===== src/rtl/instr_sequencer.sv =====
// -----------------------------------------------------------------------------
// instr_sequencer
//
// Single-step instruction sequencer driven by a mechanical push button.
// The raw button is synchronized and debounced. Each accepted press advances
// a three-phase counter (P0 -> P1 -> P2 -> P0). Leaving P2 also advances the
// program counter. The instruction word is reloaded from a 16x16 program
// memory only while the sequencer idles in P0. It is frozen for the three
// steps of one instruction, so the downstream stage sees a constant INS.
// An opcode of 4'hF presented in P0 halts the sequencer. Rewriting that word
// with a non-halt opcode resumes it.
//
// Parameters
//   DEB_CNT    consecutive cycles a synchronized level must differ from the
//              debounced level before it is accepted
//
// Ports
//   clk        system clock, rising edge
//   rst        asynchronous reset, active low
//   btn_raw    raw step button (asynchronous, may bounce)
//   load_en    program memory write strobe
//   load_addr  program memory write address
//   load_data  program memory write data
//   INS        instruction presented to the downstream stage
//   step       one-cycle strobe to the downstream stage
//   phase      current sub-step of the instruction (0, 1, 2)
//   pc         program counter
//   halt       halt opcode presented in phase 0
// -----------------------------------------------------------------------------
module instr_sequencer #(
   parameter int DEB_CNT = 4
) (
   input  logic        clk,
   input  logic        rst,
   input  logic        btn_raw,
   input  logic        load_en,
   input  logic [3:0]  load_addr,
   input  logic [15:0] load_data,
   output logic [15:0] INS,
   output logic        step,
   output logic [1:0]  phase,
   output logic [3:0]  pc,
   output logic        halt
);

   localparam int CNT_W = (DEB_CNT > 1) ? $clog2(DEB_CNT) : 1;
   localparam logic [CNT_W-1:0] CNT_LAST = CNT_W'(DEB_CNT - 1);

   typedef enum logic [1:0] {
      P0 = 2'd0,
      P1 = 2'd1,
      P2 = 2'd2
   } phase_t;

   phase_t             state;
   logic [15:0]        mem [16];
   logic               btn_sync_p0;
   logic               btn_sync_p1;
   logic               deb_lvl;
   logic [CNT_W-1:0]   deb_cnt;
   logic               press_vld_p2;
   logic               accept;

   // Program memory: written at any time, cleared by reset.
   always_ff @(posedge clk or negedge rst) begin
      if (!rst) begin
         for (int i = 0; i < 16; i++) begin
            mem[i] <= '0;
         end
      end else if (load_en) begin
         mem[load_addr] <= load_data;
      end
   end

   // Stage p0/p1: two-flop synchronizer for the asynchronous button.
   always_ff @(posedge clk or negedge rst) begin
      if (!rst) begin
         btn_sync_p0 <= 1'b0;
         btn_sync_p1 <= 1'b0;
      end else begin
         btn_sync_p0 <= btn_raw;
         btn_sync_p1 <= btn_sync_p0;
      end
   end

   // Stage p2: debouncer. The counter tracks how long the synchronized level
   // has disagreed with the debounced level; any agreement restarts it. A
   // press is flagged for one cycle on the edge the debounced level rises,
   // which keeps running even while halted.
   always_ff @(posedge clk or negedge rst) begin
      if (!rst) begin
         deb_lvl      <= 1'b0;
         deb_cnt      <= '0;
         press_vld_p2 <= 1'b0;
      end else if (btn_sync_p1 != deb_lvl) begin
         if (deb_cnt == CNT_LAST) begin
            deb_lvl      <= btn_sync_p1;
            deb_cnt      <= '0;
            press_vld_p2 <= btn_sync_p1;
         end else begin
            deb_cnt      <= deb_cnt + 1'b1;
            press_vld_p2 <= 1'b0;
         end
      end else begin
         deb_cnt      <= '0;
         press_vld_p2 <= 1'b0;
      end
   end

   // A press arriving while halted is dropped without any side effect.
   assign accept = press_vld_p2 && !halt;

   // Stage p3: phase FSM, program counter, step strobe and instruction latch.
   // INS keeps its value on the press that leaves P0, so a same-cycle write
   // to mem[pc] cannot disturb the instruction being executed.
   always_ff @(posedge clk or negedge rst) begin
      if (!rst) begin
         state <= P0;
         pc    <= '0;
         step  <= 1'b0;
         INS   <= '0;
      end else begin
         step <= accept;
         if (state == P0 && !accept) begin
            INS <= mem[pc];
         end
         if (accept) begin
            case (state)
               P0: state <= P1;
               P1: state <= P2;
               P2: begin
                  state <= P0;
                  pc    <= pc + 4'd1;
               end
               default: state <= P0;
            endcase
         end
      end
   end

   assign phase = state;
   assign halt  = (state == P0) && (INS[15:12] == 4'hF);

endmodule

===== config.mk =====
export PLATFORM = sky130hd
export DESIGN_NAME = instr_sequencer
export DESIGN_NICKNAME = d
export VERILOG_FILES = /design/src/rtl/instr_sequencer.sv
export SDC_FILE = /design/constraint.sdc
export NUM_CORES = 1
export LEC_CHECK = 0
export ABC_AREA = 0
export BUFFER_PORTS_ARGS = -buffer_cell sky130_fd_sc_hd__buf_4
export CAP_MARGIN = 5
export CORE_UTILIZATION = 55
export DETAILED_ROUTE_END_ITERATION = 7
export PLACE_DENSITY_LB_ADDON = 0.25
export SYNTH_ARGS = -nofsm -noshare
export SYNTH_HDL_FRONTEND = slang
export SYNTH_SLANG_ARGS = --single-unit

===== constraint.sdc =====
create_clock -name clk -period 4.43 [get_ports clk]
set_input_delay 0.443 -clock clk [delete_from_list [all_inputs] [get_ports clk]]
set_output_delay 0.443 -clock clk [all_outputs]
set_load 0.01 [all_outputs]

# Yosys cells after proc, flatten, opt, wreduce, memory -nomap -nowiden
# Cells that the tools add are included.
# word_totals
register_bits	285
out_inout_bits	24
word_cells	57
# classes
add_sub_neg	2
order_cmp	3
n_eq_ne	5
mux	11
n_bitwise	2
reduce_logical	9
# ops
operator	count
256-bit bitwise mux	1
16-bit binary-select mux with 4-bit select	1
16-bit demux with 4-bit select	1
16-bit 2-to-1 mux	3
5-bit greater-or-equal comparator, second input constant	2
4-bit NOT with 5-bit output	2
5-bit by 1-bit less-than comparator with 1-bit output, second input constant	1
4-bit by 1-bit adder with 4-bit output, second input constant	1
2-bit equality test, second input constant	2
4-bit equality test, second input constant	1
1-bit logical AND	4
2-bit 2-to-1 mux	2
2-bit case mux with 2 select lines	1
2-bit AND reduction	2
2-bit by 1-bit adder with 2-bit output, second input constant	1
2-bit by 1-bit equality test with 1-bit output, second input constant	1
1-bit logical NOT	2
2-bit logical NOT	1
1-bit 2-to-1 mux	2
1-bit inequality test	1

# Depth between registers and ports, before layout
# Gate-level depths: netlist of the first run.
# logic_depth
word_depth	6
depth_mapped	6
mapped_depth_nobuf	4

# Least setup slack after synthesis of the first run
# OpenSTA, ideal clock, no wires.
# synth_timing
kind	flip-flop to flip-flop
start	register pc[1]
end	register INS[10]
arrival_ns	1.764
setup_slack_ns	2.545
path_stages_with_launch	7
synth_period_minus_slack_ns	1.885
cell_sequence	dfrtp_1 > buf_2 > clkbuf_1 > mux4_2 > nor2b_1 > a211o_1 > a22o_1
# synth_between
elab_chain_cells	4
# synth_rtl
element	line	rtl
start, declared	42	output logic [3:0] pc,
start signal, assigned	133	pc <= pc + 4'd1;
4-bit NOT with 5-bit output (implied by the code)	125	INS <= mem[pc];
16-bit binary-select mux with 4-bit select	125	
16-bit 2-to-1 mux (implied by the code) (2 in a row)	125	
end signal, assigned	125	
end, declared	39	output logic [15:0] INS,
# Every way passes these cells. The select of a mux whose other input is x is not followed.
# A chain may end at the register's enable or synchronous reset.

# Worst setup path after layout of the first run
# layout_timing
start	register pc[1]
end	output port pc[1]
# No word-level cell between the ends.

==> flow_summary.yaml, run 1 <==
floorplanning:
  pin_count: 48
  fp.dieH_um: 154.0
  row_count: 55
  die_w_um: 154.0
  initial_utilization_pct: 56.11
  core_um2: 22640
  die_area_um2: 23710
placed_design:
  port_buffers: 47
  place_hpwl_mm: 17.34
  gp_congestion: 0.7319
  dpl-instance-area_um2: 13310
  pre_cts_ws_ps: 1754
  dp.cells: 1092
worst_setup_path:
  critical_path_class: "reg -> out"
  cp_data_required_time_ps: 3990
  endpoint_kind: "output port"
  cp_max_fo: 30
  start_kind: "flop"
  regToRegSetupSlack_ps: 1880
  arrival_ps: 2220
  r2r_cells: 5
yosys:
  synth_seq_cells: 285
  synth-seq-area-share_pct: 56.14
  ys_warn_count: 0
  synth_cell_types: 28
  avgSynthCellArea_um2: 15.90
  synth_nets: 825
  synth_cells: 799
  synth_top_family_by_area: "multiplexers"
  syn_area_um2: 12700
  yosys.area_share.simple_pct: 2.108
  synthAdderAreaFrac_pct: 0.1970
  synth_compound_area_share_pct: 1.743
  synthXorXnorAreaFrac_pct: 0.2758
  synth_mux_area_share_pct: 36.97
finish:
  fillerInstances: 1600
  postLayoutCoreUtil_pct: 63.35
  mostFrequentLayoutCell: "dfrtp_1"
  insertedDiodeCount: 0
  mostFrequentLayoutCells: "282 x dfrtp_1, 266 x mux2_2, 70 x buf_4"
  area_delta_synth_final_pct: 12.90
  final-instance-count-excl-fill: 1149
  drive_above_1_share_pct: 53.70
  final_cell_area_um2: 14340
  nets: 866
pwr:
  power_density_nw_per_um2: 557.1
  max-vdd-ir-drop_mv: 0.3264
  p_leak_nw: 6.124
  total_power_mw: 7.990
grt:
  grt_pass1_vias: 7840
  grt.total_usage_pct: 26.05
  grt_pass1_wl_mm: 46.06
  grt_antenna_before_repair: 0
  grt_max_degree: 151
  gr-total-overflow: 0
routing:
  wl_per_cell_um: 25.21
  antenna_left: 0
  drc_errors: 0
  dr.pass1.iters: 4
  drt_iter0_markers: 398
  vias: 7077
  wirelength_mm: 28.97
  viasPerCell: 6.159
sta:
  rsz0062_at_grt: "no"
  whs_ps: 60.79
  timing.fmax_mhz: 375.5
  fin_crit_sh_pct: 60.11
  finalWorstSetupSlack_ps: 1767
  tightest_slew_ps: 1204
  layout_min_cycle_time_ps: 2663
  slew-limit-headroom_pct: 19.74
  slew_violations: 0
  setup_violations: 0
  fin_worst_skew_ps: 11.18
  hold_violations: 0
  setup_tns_ps: 0
run_status:
  status: "complete, no violations"
clock_network:
  cts_tree: "yes"
  path_clk_slew_ps: 60
  cts_buffer_depth: 3
  cts_sinks: 285
  post_cts_buffers: 0
  cts_buffers: 30
  clk_latency_ps: 550
  htree_levels: 1
  root_buffer: "clkbuf_16"
worst_hold_path:
  hold_path_class: "in -> async"
run:
  drv.max_cap_violation_count: 0
area by class of cell:
type	instances	area (um2)	area share [%]
well taps	285	356.6	2.486
multi-input cells	449	5269	36.74
inverters	2	7.507	0.05234
clock buffers	44	904.6	6.307
clock inverters	12	116.4	0.8113
flip-flops and latches	285	7138	49.77
repair buffers	72	550.5	3.838
final timing paths:
path	start	endpoint
worst max-delay path	pc[1]	pc[1]
worst min-delay path	rst	mem[243]
worst max register to register	pc[0]	INS[13]
worst min register to register	btn_sync_p0	btn_sync_p1
max in group asynchronous	rst	mem[198]
min in group clk	load_data[1]	mem[17]
kinds of logic (layout without fill, tap and decap cells):
logic type                 Yosys count  after routing
AOI/OAI and AO/OA                   33             33
xor gates and xnor gates             4              4
adders and majority gates            2              2
buffers and inverters               65            130
DFF                                285            285
muxes                              356            356
and+or+nand+nor                     54             54
sequential cells by signal (all words and copies together) (netlist names):
signal / flops
INS: 16
btn_sync_p0: 1
btn_sync_p1: 1
deb_cnt: 2
deb_lvl: 1
mem: 256
pc: 4
phase: 2
press_vld_p2: 1
step: 1
cells in the mapped netlist:
master	n	area [um2]
nor2_1	12	45.04
a22o_1	7	61.31
mux2i_1	26	260.3
nor3b_1	1	7.510
buf_4	3	22.52
nand3b_1	2	15.01
o21ai_0	11	55.05
nor2b_1	10	62.56
ha_1	2	25.02
nand3_1	1	5.000
nor3_1	2	10.01
mux4_2	64	1441
nand2b_1	4	25.02
nand4_1	2	12.51
xor2_1	1	8.760
buf_1	1	3.750
xnor2_1	3	26.28
a21oi_1	7	35.03
and3_1	1	6.260
or3_1	3	18.77
nand2_1	16	60.06
dfrtp_1	285	7132
a211o_1	8	70.07
clkbuf_1	28	105.1
buf_2	26	130.1
inv_1	2	7.510
mux2_2	266	2995
buf_6	5	56.30
power by group:
part | total (mW) | leakage, nW | internal, mW | switching (mW)
clock | 2.53 | 0.510 | 1.53 | 1.01
sequential | 3.69 | 3.51 | 3.24 | 0.450
combinational | 1.76 | 2.11 | 1.11 | 0.653
total | 7.99 | 6.12 | 5.88 | 2.11
per-layer routing:
layer	wire, um	GRT usage, %	part of all wire [%]
met2	14350	43.83	50
met5	0	0	0
met3	1668	4.679	5.8
met1	12010	34.07	41
met4	934	9.571	3.2
repair_timing:
| action | CTS | global route |
|---|---|---|
| hold endpoints to repair | 1 | 0 |
| gates resized for setup | 0 | 0 |
| endpoints found under the setup margin | 0 | 0 |
| hold buffers | 1 | 0 |
worst max-delay path, stage by stage (launching register included):
cell     delay [ps]
dfrtp_2         950
buf_4           500
buf_4           200
No activity file was read; power rests on OpenSTA's default activity.
==> inputs of run 2 (changes only) <==
==> constraint.sdc (replaced) <==
create_clock -name clk -period 2.8 [get_ports clk]
set_input_delay 0.28 -clock clk [delete_from_list [all_inputs] [get_ports clk]]
set_output_delay 0.28 -clock clk [all_outputs]
set_load 0.01 [all_outputs]
==> flow_summary.yaml, run 2 (same netlist as run 1, synthesis figures left out) <==
sta:
  timing.fmax_mhz: 450.7
  rsz0062_at_grt: "no"
  slew_violations: 0
  tightest_slew_ps: 1121
  fin_worst_skew_ps: 9.570
  slew-limit-headroom_pct: 25.26
  setup_violations: 0
  layout_min_cycle_time_ps: 2219
  fin_crit_sh_pct: 79.24
  hold_violations: 0
  finalWorstSetupSlack_ps: 581.3
  setup_tns_ps: 0
worst_hold_path:
  holdCritStartpoint: "load_data[7]"
  min_to: "mem[167]"
  hold_path_class: "in -> reg"
  hold_depth: 2
grt:
  gr-total-overflow: 0
  grt_pass1_vias: 7911
  grt.total_usage_pct: 26.09
  grt_busiest_layer: "met2"
  grt_max_degree: 99
  use_met2_pct: 43.35
  grtUsageMet3_pct: 4.002
  grt_pass1_wl_mm: 46.33
  grt_antenna_before_repair: 0
  grt_use_met1_pct: 36.10
routing:
  viasPerCell: 6.184
  antenna_left: 0
  wirelength_mm: 29.18
  drc_errors: 0
  drt_iter0_markers: 410
  dr.pass1.iters: 5
  wl_per_cell_um: 25.18
  vias: 7167
clock_network:
  cts_tree: "yes"
  path_clk_slew_ps: 60
  ctsResizeCount: 0
  cts_buffers: 29
  htree_levels: 1
  root_buffer: "clkbuf_16"
  hold_buffers: 2
  cts_buffer_depth: 3
  post_cts_buffers: 0
  clk_latency_ps: 540
  cts_sinks: 285
floorplanning:
  row_count: 55
  die_w_um: 154.0
  core_um2: 22640
  die_area_um2: 23710
  fp.dieH_um: 154.0
  initial_utilization_pct: 56.11
  pin_count: 48
placed_design:
  dp.cells: 1105
  gp_congestion: 0.7684
  place_hpwl_mm: 18.14
  pre_cts_ws_ps: 564.7
  port_buffers: 47
finish:
  largest_reg_flops: 256
  largest_register: "mem"
  top_regs: "mem (256), INS (16), pc (4)"
  area_delta_synth_final_pct: 14.53
  insertedDiodeCount: 0
  mostFrequentLayoutCell: "dfrtp_1"
  nets: 879
  mostFrequentLayoutCells: "282 x dfrtp_1, 266 x mux2_2, 76 x buf_4"
  fillerInstances: 1593
  final-instance-count-excl-fill: 1159
  drive_above_1_share_pct: 54.23
worst_setup_path:
  arrival_ps: 2650
  start_kind: "flop"
  critical_path_class: "reg -> reg"
  r2r_cells: 5
  cp_data_required_time_ps: 3230
  cp_max_fo: 12
  worst_r2r_endpoint: "INS[11]"
  r2r_start: "pc[0]"
  regToRegSetupSlack_ps: 580
  endpoint_kind: "flop"
pwr:
  total_power_mw: 12.81
  p_leak_nw: 6.218
  max-vdd-ir-drop_mv: 0.5017
  power_density_nw_per_um2: 880.4
run:
  drv.max_cap_violation_count: 0
run_status:
  status: "complete, no violations"
==> run 2: cell types whose count changed in the layout (fill, tap and decap cells not counted), moves of 2 or more <==
cell / delta
clkbuf_16: -2
buf_12: +7
buf_4: +6
clkbuf_8: +3
bufinv_16: +2
clkinv_2: -4
==> run 2: power breakdown <==
| group | total, mW | internal [mW] | switching [mW] |
|---|---|---|---|
| clock | 4.07 | 2.54 | 1.53 |
| combinational | 2.99 | 1.82 | 1.16 |
| sequential | 5.75 | 5.13 | 0.615 |
==> run 2: how the worst max path moves through the flow <==
stage,startpoint,end,slack (ps)
after floorplan,pc[1],INS[10],920
after global placement,pc[0],INS[11],560
after detailed placement,pc[0],INS[11],560
after CTS,pc[0],INS[11],550
after global routing,pc[0],INS[11],450
final,pc[0],INS[11],580
==> run 2: worst max-delay path, stage by stage (launching register included) <==
cell and delay (ps):
dfrtp_4 600, buf_4 290, buf_4 230, mux4_2 510, a211o_1 300, a22o_1 170
==> run 2: metal layers <==
metal / part of all wire, % / vias to the layer above
li1: - / 3064
met1: 43 / 3880
met2: 50 / 174
met3: 4.8 / 49
met4: 2.3 / 0
met5: 0 / -
==> run 2: through the flow <==
stage                     hold slack (ps)  utilization, %  instance area [um2]
final                               102.5           64.26                14550
after detailed placement            343.4           59.61                13500
after global routing                105.1           64.26                14550
after global placement              334.3           59.61                13500
after floorplan                    -15.59               -                12700
after CTS                           84.82           64.26                14550
==> run 2: layout make-up <==
class	instances	area (um2)	area share, %
clock buffer	44	892.1	6.132
clock inverter	8	140.1	0.9632
tap	285	356.6	2.451
sequential	285	7138	49.06
inverter	2	7.507	0.05160
multi-input combinational	449	5269	36.21
timing repair buffer	86	745.7	5.126
